==> src/rtl/scene_if.sv <==
// Signal bundle between the scene sequencer and the video/game blocks around it.
interface scene_if;
  logic [10:0] hcount;
  logic [9:0]  vcount;
  logic        start_btn;
  logic        battle_trigger;
  logic        battle_done;
  logic        player_en;
  logic        battle_en;
  logic [1:0]  scene_sel;
  logic [3:0]  fade_level;
  logic [7:0]  encounters;

  modport master (
    output hcount, vcount, start_btn, battle_trigger, battle_done,
    input  player_en, battle_en, scene_sel, fade_level, encounters
  );

  modport slave (
    input  hcount, vcount, start_btn, battle_trigger, battle_done,
    output player_en, battle_en, scene_sel, fade_level, encounters
  );
endinterface

==> src/rtl/scene_sequencer.sv <==
// Game-mode controller: TITLE -> OVERWORLD <-> BATTLE with frame-timed
// fade-to-black transitions; scene_sel only switches while the screen is dark.
module scene_sequencer #(
  parameter int STEP_FRAMES = 2,
  parameter int HOLD_FRAMES = 30
) (
  input logic   vclk,
  input logic   reset,
  scene_if.slave bus
);

  localparam logic [2:0] TITLE     = 3'd0;
  localparam logic [2:0] OVERWORLD = 3'd1;
  localparam logic [2:0] FADE_OUT  = 3'd2;
  localparam logic [2:0] BLACK     = 3'd3;
  localparam logic [2:0] FADE_IN   = 3'd4;
  localparam logic [2:0] BATTLE    = 3'd5;

  localparam int CW = 16;
  localparam logic [CW-1:0] STEP_LAST = CW'(STEP_FRAMES - 1);
  localparam logic [CW-1:0] HOLD_LAST = CW'(HOLD_FRAMES - 1);

  logic [2:0]    state;
  logic [2:0]    dest;
  logic [CW-1:0] step_cnt;
  logic [CW-1:0] hold_cnt;
  logic [3:0]    fade_level;
  logic [1:0]    scene_sel;
  logic [7:0]    encounters;
  logic          player_en;
  logic          battle_en;
  logic          start_q;

  logic frame_tick;
  logic start_edge;

  assign frame_tick = (bus.hcount == 11'd0) && (bus.vcount == 10'd0);
  assign start_edge = bus.start_btn && !start_q;

  function automatic logic [1:0] sel_of(input logic [2:0] s);
    case (s)
      OVERWORLD: sel_of = 2'd1;
      BATTLE:    sel_of = 2'd2;
      default:   sel_of = 2'd0;
    endcase
  endfunction

  always_ff @(posedge vclk) begin
    if (reset) begin
      state      <= TITLE;
      dest       <= TITLE;
      step_cnt   <= '0;
      hold_cnt   <= '0;
      fade_level <= 4'd0;
      scene_sel  <= 2'd0;
      encounters <= 8'd0;
      player_en  <= 1'b0;
      battle_en  <= 1'b0;
      start_q    <= 1'b0;
    end else begin
      start_q <= bus.start_btn;
      case (state)
        TITLE: begin
          player_en <= 1'b0;
          battle_en <= 1'b0;
          if (start_edge) begin
            state    <= FADE_OUT;
            dest     <= OVERWORLD;
            step_cnt <= '0;
            hold_cnt <= '0;
          end
        end

        OVERWORLD: begin
          // Encounter wins over a simultaneous start press; start is ignored here.
          if (bus.battle_trigger) begin
            state     <= FADE_OUT;
            dest      <= BATTLE;
            player_en <= 1'b0;
            step_cnt  <= '0;
            hold_cnt  <= '0;
            if (encounters != 8'hFF) encounters <= encounters + 8'd1;
          end
        end

        FADE_OUT: begin
          if (frame_tick) begin
            if (step_cnt >= STEP_LAST) begin
              step_cnt <= '0;
              if (fade_level != 4'd15) fade_level <= fade_level + 4'd1;
              // The step that reaches full black is where the scene swaps.
              if (fade_level >= 4'd14) begin
                state     <= BLACK;
                scene_sel <= sel_of(dest);
                hold_cnt  <= '0;
              end
            end else begin
              step_cnt <= step_cnt + 1'b1;
            end
          end
        end

        BLACK: begin
          fade_level <= 4'd15;
          if (frame_tick) begin
            if (hold_cnt >= HOLD_LAST) begin
              state    <= FADE_IN;
              step_cnt <= '0;
              hold_cnt <= '0;
            end else begin
              hold_cnt <= hold_cnt + 1'b1;
            end
          end
        end

        FADE_IN: begin
          if (frame_tick) begin
            if (step_cnt >= STEP_LAST) begin
              step_cnt <= '0;
              if (fade_level != 4'd0) fade_level <= fade_level - 4'd1;
              if (fade_level <= 4'd1) begin
                state    <= dest;
                hold_cnt <= '0;
                if (dest == BATTLE) battle_en <= 1'b1;
                else                player_en <= 1'b1;
              end
            end else begin
              step_cnt <= step_cnt + 1'b1;
            end
          end
        end

        BATTLE: begin
          if (bus.battle_done) begin
            state     <= FADE_OUT;
            dest      <= OVERWORLD;
            battle_en <= 1'b0;
            step_cnt  <= '0;
            hold_cnt  <= '0;
          end
        end

        default: begin
          state     <= TITLE;
          player_en <= 1'b0;
          battle_en <= 1'b0;
        end
      endcase
    end
  end

  assign bus.player_en  = player_en;
  assign bus.battle_en  = battle_en;
  assign bus.scene_sel  = scene_sel;
  assign bus.fade_level = fade_level;
  assign bus.encounters = encounters;

endmodule
==> src/flat_wrapper.sv <==
// flat-port wrapper written by rule: the top's interface ports become plain ports
module scene_sequencer_flat 
#(
  parameter int STEP_FRAMES = 2,
  parameter int HOLD_FRAMES = 30
)
  (vclk, reset, bus_hcount, bus_vcount, bus_start_btn, bus_battle_trigger, bus_battle_done, bus_player_en, bus_battle_en, bus_scene_sel, bus_fade_level, bus_encounters);
  scene_if bus_i ();
  input logic vclk;
  input logic reset;
  input wire logic [$bits(bus_i.hcount)-1:0] bus_hcount;
  input wire logic [$bits(bus_i.vcount)-1:0] bus_vcount;
  input wire logic [$bits(bus_i.start_btn)-1:0] bus_start_btn;
  input wire logic [$bits(bus_i.battle_trigger)-1:0] bus_battle_trigger;
  input wire logic [$bits(bus_i.battle_done)-1:0] bus_battle_done;
  output wire logic [$bits(bus_i.player_en)-1:0] bus_player_en;
  output wire logic [$bits(bus_i.battle_en)-1:0] bus_battle_en;
  output wire logic [$bits(bus_i.scene_sel)-1:0] bus_scene_sel;
  output wire logic [$bits(bus_i.fade_level)-1:0] bus_fade_level;
  output wire logic [$bits(bus_i.encounters)-1:0] bus_encounters;
  assign bus_i.hcount = bus_hcount;
  assign bus_i.vcount = bus_vcount;
  assign bus_i.start_btn = bus_start_btn;
  assign bus_i.battle_trigger = bus_battle_trigger;
  assign bus_i.battle_done = bus_battle_done;
  assign bus_player_en = bus_i.player_en;
  assign bus_battle_en = bus_i.battle_en;
  assign bus_scene_sel = bus_i.scene_sel;
  assign bus_fade_level = bus_i.fade_level;
  assign bus_encounters = bus_i.encounters;
  scene_sequencer #(.STEP_FRAMES(STEP_FRAMES), .HOLD_FRAMES(HOLD_FRAMES)) u_core (.vclk(vclk), .reset(reset), .bus(bus_i));
endmodule
==> config.mk <==
export PLATFORM = sky130hd
export DESIGN_NAME = scene_sequencer_flat
export DESIGN_NICKNAME = d
export VERILOG_FILES = /design/src/rtl/scene_if.sv /design/src/rtl/scene_sequencer.sv /design/src/flat_wrapper.sv
export SDC_FILE = /design/constraint.sdc
export NUM_CORES = 1
export LEC_CHECK = 0
export CORE_MARGIN = 2
export CORE_UTILIZATION = 45
export DETAILED_ROUTE_END_ITERATION = 7
export PLACE_DENSITY = 0.68
export SYNTH_ARGS = -nofsm -noshare
export SYNTH_HDL_FRONTEND = slang
export SYNTH_SLANG_ARGS = --single-unit
==> constraint.sdc <==
create_clock -name vclk -period 2.9 [get_ports vclk]
set_input_delay 0.435 -clock vclk [delete_from_list [all_inputs] [get_ports vclk]]
set_output_delay 0.435 -clock vclk [all_outputs]
set_load 0.05 [all_outputs]
# Word level (Yosys, flattened, before mapping)
# Cells that the tools add are included.
classes:
  n_div: 0
  addsub: 5
  n_lt_le_gt_ge: 4
  bitwise: 2
  n_reduce_logical: 23
  n_mul: 0
  muxes: 53
  n_shift: 0
  eq_ne: 25
op_table:
  columns: ["op", "n"]
  rows:
  - ["$mux W16", 15]
  - ["$pmux W16 S6", 1]
  - ["$pmux W16 S5", 1]
  - ["$mux W3", 14]
  - ["$add A16 B1 Y16 const B", 2]
  - ["$ne A2 B1 Y1 const B", 13]
  - ["$mux W4", 6]
  - ["$reduce_and A11 Y1", 2]
  - ["$pmux W3 S6", 1]
  - ["$ge A16 B1 Y1 const B", 1]
  - ["$ge A16 B5 Y1 const B", 1]
  - ["$reduce_and A7 Y1", 2]
  - ["$pmux W4 S3", 1]
  - ["$reduce_and A6 Y1", 2]
  - ["$logic_not A11 Y1", 1]
  - ["$logic_not A10 Y1", 1]
  - ["$mux W1", 10]
  - ["$eq A3 B3 Y1 const B", 3]
  - ["$pmux W3 S3", 1]
  - ["$add A8 B1 Y8 const B", 1]
  - ["$ne A8 B8 Y1 const B", 1]
  - ["$reduce_and A4 Y1", 2]
  - ["$eq A3 B1 Y1 const B", 2]
  - ["$eq A3 B2 Y1 const B", 2]
  - ["19 further kinds", 26]
word_totals:
  rom_bits: 0
  memories: 0
  reg_bits: 55
  mem_bits_rw: 0
  elab_cells: 122
  output_inout_bits: 16
  latch_bits: 0

# Logic depth before layout (Yosys ltp)
# Gate-level depths: netlist (run 1).
logic_depth:
  word_depth: 6
  ltp_mapped: 9

# Worst setup path before layout (run 1)
# No wires, ideal clock.
synth_path:
  path_type: "register -> register"
  startpoint: "register u_core.fade_level[0], in the netlist u_core.bus.fade_level[0]"
  endpoint: "register u_core.hold_cnt[3]"
  period_less_slack_ns: 2.265
  slack_ns: 0.635
  setup_time_ns: 0.070
  arrival_time_ns: 2.195
  t_required_ns: 2.830
  path_stages_with_launch: 8
  cell_sequence: "dfxtp_1 ha_1 nor2_1 o31ai_1 o211a_4 o311ai_4 or4_1 a21oi_1"
synth_between:
  elab_chain_len: 3
synth_lines:
  columns: ["element", "line_no", "rtl"]
  rows:
  - ["from (decl)", "scene_sequencer.sv:27", "logic [3:0] fade_level;"]
  - ["from (signal assigned)", "scene_sequencer.sv:90", "if (fade_level != 4'd15) fade_level <= fade_level + 4'd1;"]
  - ["from (signal assigned)", "scene_sequencer.sv:120", "if (fade_level != 4'd0) fade_level <= fade_level - 4'd1;"]
  - ["$le A4 B1 Y1 / $ge A4 B4 Y1 (equally long branches)", "scene_sequencer.sv:121, scene_sequencer.sv:92", null]
  - ["$ne A2 B1 Y1 (no source line)", null, null]
  - ["$reduce_and A11 Y1 (no source line) (*)", null, null]
  - ["to (signal assigned)", "scene_sequencer.sv:111", "hold_cnt <= hold_cnt + 1'b1;"]
  - ["to (decl)", "scene_sequencer.sv:26", "logic [CW-1:0] hold_cnt;"]
# Mark *: on every way between the ends. The rest lies on a longest branch, timed or not.
# A chain may end at the register's enable or synchronous reset.

# Final worst setup path (run 1)
layout_path:
  startpoint: "register u_core.state[2]"
  endpoint: "register u_core.hold_cnt[3]"
layout_between:
  elab_chain_len: 3
layout_lines:
  columns: ["element", "line_no", "rtl"]
  rows:
  - ["from (decl)", "scene_sequencer.sv:23", "logic [2:0] state;"]
  - ["from (signal assigned)", "scene_sequencer.sv:122", "state <= dest;"]
  - ["$eq A3 B1 Y1 (tied with other cells)", "scene_sequencer.sv:62", "case (state)"]
  - ["$reduce_bool A6 Y1 (no source line) (tied with other cells)", null, null]
  - ["$reduce_and A11 Y1 (no source line)", null, null]
# Several ways; a longest one is shown, not always the timed one.

==> summary.txt, run 1 <==
Timing
  • Slew headroom: 57.7%
  • RSZ-0062 raised after global routing: no
  • Min Tclk post-route: 2450 ps
  • Clock skew: 14.0 ps
  • TNS Setup: 0 ps
  • Final hold vios: 0
  • Post-route clock period utilization: 84.6%
  • # setup viols final: 0
  • Actual slew at the worst max-slew pin: 632 ps
  • Max-slew violations: 0
  • Setup ws final: 446 ps
  • Max Freq: 0.408 GHz

Min path
  • Worst hold path type: reg -> reg

CTS
  • Clock root buffer: clkbuf_8
  • Skew-Pair Late Insertion Delay: 310 ps
  • Post-CTS sizing: 0
  • Depth of the CTS H-tree: 2
  • Clk buf depth: 2
  • CTS buffer count: 5
  • Reg clk slew, reported paths: 100 ps
  • CTS Hold Bufs: 0
  • CTS sink cnt: 54
  • TritonCTS clock tree: done
  • Setup Buffers After CTS: 0

Yosys
  • Synthesized cell area: 0.00285 mm²
  • Unique masters post-synth: 51
  • Post-synthesis register bit count: 54
  • Share of the synthesized area in the top cell type: 37.9%
  • Synth cell count leaders: 54 x dfxtp_1, 44 x nor2_1, 27 x nand2_1
  • Synth area leader: dfxtp_1
  • Sequential-to-total area share from yosys stat: 37.9%
  • Cells after Synth: 339
  • Warnings from Yosys: 0
  • Syn_nets: 376
  • Synth top area cells: dfxtp_1 38%, nor2_1 5.8%, ha_1 4.8%, a21oi_1 3.9%, nand2_1 3.6%
  • Syn Area/Cell: 8.40 µm²
  • Count leader, synth: dfxtp_1
  • EDFF count, synth: 0
  • Predominant post-synthesis flop cell: dfxtp_1
  • Post-synth ARST share: 0%

Place
  • Routability-driven placement congestion ratio: 0.781
  • Sum of net half-perimeters after detailed placement: 4.49 mm
  • Worst slack, placed: 170 ps
  • Cell area after placement: 0.00331 mm²
  • Port buffer count: 41

Final layout
  • Fill count: 575
  • Proportion of layout cells with a drive suffix above 1: 7.16%
  • Design area: 0.00342 mm²
  • Area delta synth->final: 20.1%
  • ANT cells: 0
  • NumNets Final: 413

GRT
  • Antenna violations before repair: 0
  • Total track usage: 18.3%
  • Largest net degree at the start of global routing: 18
  • Total grt overflow: 0
  • First-pass GRT wire length: 10.8 mm
  • Vias in the first global route: 2377

Pwr
  • VDD IR max: 0.359 mV
  • Leak: 1.18 nW
  • Power Dens Cells: 662 mW/mm²

Status
  • Status: finished, final reports clean

Critical path
  • Critical path launch point type: flop
  • Critical path type: reg -> reg
  • Worst Path Max Fanout: 17
  • Crit end category: flop
  • Arr. time, crit path: 2690 ps
  • Req. time, crit path: 3140 ps
  • Reg2reg setup slack: 450 ps

Die
  • DIE AREA: 0.00698 mm²
  • Die Y: 83.6 µm
  • Core area: 0.00603 mm²
  • # IOs: 42
  • Die Wd: 83.6 µm
  • Num rows: 28
  • Initial Util: 47.3%

Route
  • WL/cell: 13.5 µm
  • ANT nets after route: 0
  • First-iteration detailed-routing DRC count: 172
  • Via/cell ratio: 5.48
  • Routed WL: 6.09 mm
  • First drt pass iteration count: 4
  • DRC viols: 0
  • Via count: 2476

Job
  • Max-capacitance violation count: 0
[layout by cell type (no fill, tap or decap), types with 4 or more instances in the layout]
cell type / count
a211oi_1: 5
a21oi_1: 22
a31oi_1: 6
and2_1: 6
and3_1: 5
and4_1: 4
buf_4: 4
clkbuf_8: 5
clkdlybuf4s50_1: 41
dfxtp_1: 54
ha_1: 11
inv_1: 15
nand2_1: 27
nand3_1: 9
nand4_1: 10
nor2_1: 44
nor2b_1: 5
nor3_1: 15
nor4_1: 16
o21a_1: 10
o21ai_0: 7
xnor2_1: 5
[cell families after synthesis]
logic type	after synthesis	synth area share, %
adder cells (fa/ha/maj)	11	4.83
buffers and inverters	30	4.57
AND/OR/NAND/NOR	160	29.8
XOR/XNOR	8	2.46
flip-flops	54	37.9
multiplexers	3	1.05
AO/OA/AOI/OAI	73	19.4
[flip-flops by register name, indices dropped and copies added (netlist names)]
| name | flops |
|---|---|
| u_core.step_cnt | 16 |
| u_core.bus.fade_level | 4 |
| u_core.state | 3 |
| u_core.hold_cnt | 16 |
| u_core.bus.battle_en | 1 |
| u_core.bus.scene_sel | 2 |
| u_core.start_q | 1 |
| u_core.bus.encounters | 8 |
| u_core.bus.player_en | 1 |
| u_core.dest | 2 |
[through the flow]
step	hold slack (ps)	total power, mW	cells	utilization (%)
floorplan	439	1.57	339	-
global placement	451	1.76	444	54.9
detailed placement	464	1.77	444	54.9
CTS	485	2.28	452	56.8
global route	512	2.43	452	56.8
finish	485	2.26	452	56.8
[per-layer routing]
metal	GRT usage [%]	share of wire, %	wire [µm]
met1	25.0	50	3050
met2	29.1	45	2720
met3	4.15	3.9	235
met4	4.84	1.3	82
met5	0	0	0
[final cells by class]
type | count | area (µm²) | share of cell area, %
clock inverters | 3 | 43.8 | 1.28
clock buffers | 5 | 68.8 | 2.01
inverters | 15 | 56.3 | 1.65
multi-input cells | 255 | 1640 | 47.9
well taps | 75 | 93.8 | 2.74
flip-flops and latches | 54 | 1080 | 31.6
repair buffers | 45 | 440 | 12.9
[worst max-delay path, cell delays in order, from the launching register on]
cell,delay [ps]
dfxtp_1,630
inv_1,240
a221oi_4,360
o211a_4,240
o311ai_4,210
or4_1,550
a21oi_1,140
[final timing paths]
kind	start	endpoint	cells after the start
worst max-delay path	u_core.state[2]	u_core.hold_cnt[3]	6
worst min-delay path	u_core.step_cnt[15]	u_core.step_cnt[15]	2
worst max register to register	u_core.state[2]	u_core.hold_cnt[3]	6
worst min register to register	u_core.step_cnt[15]	u_core.step_cnt[15]	2
[report_power, final]
| group | internal [mW] | total [mW] | switching (mW) | leakage (nW) |
|---|---|---|---|---|
| Clock | 0.259 | 0.511 | 0.252 | 0.0585 |
| Sequential | 0.783 | 0.878 | 0.0951 | 0.436 |
| Combinational | 0.338 | 0.875 | 0.537 | 0.683 |
| Total | 1.38 | 2.26 | 0.884 | 1.18 |
(Power assumes the default switching activity.)
==> run 2, diff against run 1 <==
==> constraint.sdc (replaced) <==
create_clock -name vclk -period 2.3 [get_ports vclk]
set_input_delay 0.345 -clock vclk [delete_from_list [all_inputs] [get_ports vclk]]
set_output_delay 0.345 -clock vclk [all_outputs]
set_load 0.05 [all_outputs]
==> summary.txt, run 2 (synthesis results as in run 1) <==
CTS
  • Setup Buffers After CTS: 0 (unchanged)
  • TritonCTS clock tree: done
  • Reg clk slew, reported paths: 110 ps (about the same)
  • CTS buffer count: 5 (unchanged)
  • Skew-Pair Late Insertion Delay: 310 ps (about the same)
  • CTS sink cnt: 54 (unchanged)
  • Clock root buffer: clkbuf_8
  • Clk buf depth: 2 (unchanged)
  • Depth of the CTS H-tree: 2 (unchanged)

Min path
  • Hold Path Depth: 2 (unchanged)
  • Hold path start: u_core.step_cnt[14]
  • Worst hold path type: reg -> reg
  • WHS Endpoint: u_core.step_cnt[14]

Die
  • Initial Util: 47.3% (unchanged)
  • Die Wd: 83.6 µm (unchanged)
  • Num rows: 28 (unchanged)
  • Die Y: 83.6 µm (unchanged)
  • Core area: 0.00603 mm² (unchanged)
  • DIE AREA: 0.00698 mm² (unchanged)
  • # IOs: 42 (unchanged)

Final layout
  • ANT cells: 0 (unchanged)
  • NumNets Final: 435 (+5.3%)
  • Area delta synth->final: 27.1%
  • Footprint of the multi-input gates: 0.00166 mm² (+1.5%)
  • Most common cell after layout, fill and taps aside: dfxtp_1
  • Final Instance Count excl. Fillers: 474 (+4.9%)
  • Registers with the most flip-flops: u_core.hold_cnt x16, u_core.step_cnt x16, u_core.bus.encounters x8
  • Final core utilization: 60.1% (+3.3 points)
  • Seq. cell area: 0.00108 mm² (unchanged)
  • Commonest cells after routing, fill and taps aside: 54 x dfxtp_1, 44 x nor2_1, 41 x clkdlybuf4s50_1, 27 x nand2_1, 25 x buf_4
  • Proportion of layout cells with a drive suffix above 1: 13.3% (+6.1 points)
  • Fill count: 559 (-2.8%)
  • Design area: 0.00362 mm² (+5.8%)

Pwr
  • VDD IR max: 0.454 mV (+27%)
  • Tot Pwr: 3.15 mW (+39%)
  • Power Dens Cells: 870 mW/mm² (+31%)
  • Leak: 1.29 nW (+9.8%)

GRT
  • First-pass GRT wire length: 11.1 mm (+3.6%)
  • Largest net degree at the start of global routing: 19 (+1)
  • Total track usage: 18.8% (+0.52 points)
  • Total grt overflow: 0 (unchanged)
  • Vias in the first global route: 2475 (+4.1%)
  • Antenna violations before repair: 0 (unchanged)

Status
  • Status: finished, final reports clean

Critical path
  • Worst Path Max Fanout: 9 (-8)
  • Crit end category: flop
  • CP Cell Sequence: inv_1, a221oi_4, o211a_4, o311ai_4, or4_1, a21oi_1
  • Reg2reg setup slack: 130 ps (-320 ps)
  • Reg2Reg Launch Point: u_core.state[2]
  • Critical path launch point type: flop
  • Arr. time, crit path: 2410 ps (-280 ps)
  • Req. time, crit path: 2540 ps (-600 ps)
  • Critical path type: reg -> reg
  • Slowest-stage cell, CP: or4_1
  • Buffers and inverters on the worst path: 1 (unchanged)
  • Critical path's top delay family: compound AO/OA/AOI/OAI gates
  • Largest stage delay, worst path: 530 ps (-100 ps)
  • Reg2reg end: u_core.hold_cnt[3]
  • R2r worst-path depth: 6 (unchanged)

Route
  • First drt pass iteration count: 4 (unchanged)
  • ANT nets after route: 0 (unchanged)
  • WL/cell: 13.5 µm (about the same)
  • Routed WL: 6.39 mm (+4.9%)
  • Via/cell ratio: 5.49 (+0.29%)
  • First-iteration detailed-routing DRC count: 123 (-28%)
  • WL met2: 2.91 mm (+7.0%)
  • Via count: 2604 (+5.2%)
  • Met3 wire len: 301 µm (+28%)
  • DRC viols: 0 (unchanged)
  • DR top layer: met4
  • Metal-1 WL: 3.12 mm (+2.4%)

Place
  • Port buffer count: 41 (unchanged)
  • Cell area after placement: 0.00347 mm² (+5.0%)
  • Sum of net half-perimeters after detailed placement: 4.82 mm (+7.2%)
  • Routability-driven placement congestion ratio: 0.860 (+10%)
  • Placed Cells: 466 (+5.0%)

Timing
  • Max-slew violations: 0 (unchanged)
  • Clock skew: 9.31 ps (-4.71 ps)
  • Final hold vios: 0 (unchanged)
  • TNS Setup: 0 ps (unchanged)
  • RSZ-0062 raised after global routing: no
  • Max Freq: 0.460 GHz (+13%)
  • Min Tclk post-route: 2170 ps (-279 ps)
  • Actual slew at the worst max-slew pin: 495 ps (-137 ps)
  • Slew headroom: 66.9% (+9.1 points)
  • # setup viols final: 0 (unchanged)
  • Post-route clock period utilization: 94.6% (+10 points)

Job
  • Max-capacitance violation count: 0 (unchanged)
run 2: cell count changes in the layout (fill, tap and decap cells not counted), sizes merged:
cell | previous run | this run
buf | 4 | 26
run 2: worst reg2reg max path, stage by stage (launching register included):
cell	delay [ps]
dfxtp_1	500
inv_1	200
a221oi_4	360
o211a_4	220
o311ai_4	120
or4_1	530
a21oi_1	170
run 2: final cells by class:
type,count,area share (%)
inverters,15,1.56
flip-flops and latches,54,29.9
multi-input cells,255,45.9
well taps,75,2.59
clock buffers,5,1.90
repair buffers,67,16.8
clock inverters,3,1.31
run 2: metal layers:
metal	GRT usage [%]	vias to the layer above
met1	25.8	1193
li1	-	1351
met2	29.8	55
met5	0	-
met4	5.13	0
met3	4.15	5
run 2: how the worst max path moves through the flow:
stage | start | to | slack, ps | cells after the start
CTS | u_core.step_cnt[0] | u_core.hold_cnt[2] | 10 | 9
finish | u_core.state[2] | u_core.hold_cnt[3] | 130 | 6
detailed placement | bus_vcount[3] | u_core.bus.fade_level[0] | -240 | 7
floorplan | u_core.bus.fade_level[0] | u_core.hold_cnt[3] | 30 | 7
global placement | bus_vcount[3] | u_core.bus.scene_sel[0] | -170 | 8
global route | u_core.state[2] | u_core.hold_cnt[3] | 5 | 6
run 2: repair_timing:
action,CTS,global route
hold buffers,0,0
resized for setup,1,5
pin swaps,0,2
gates cloned,0,0
endpoints found under the setup margin,8,29
run 2: power breakdown:
part / internal, mW / switching (mW) / leakage (nW)
Sequential: 0.987 / 0.0716 / 0.436
Clock: 0.331 / 0.335 / 0.0587
Combinational: 0.626 / 0.797 / 0.799
run 2: per-stage QoR:
step / hold WS (ps) / setup WS, ps
after floorplan: 439 / 34.6
after global placement: 452 / -175
after detailed placement: 462 / -239
after CTS: 485 / 12.8
after global routing: 510 / 5.40
final: 489 / 125
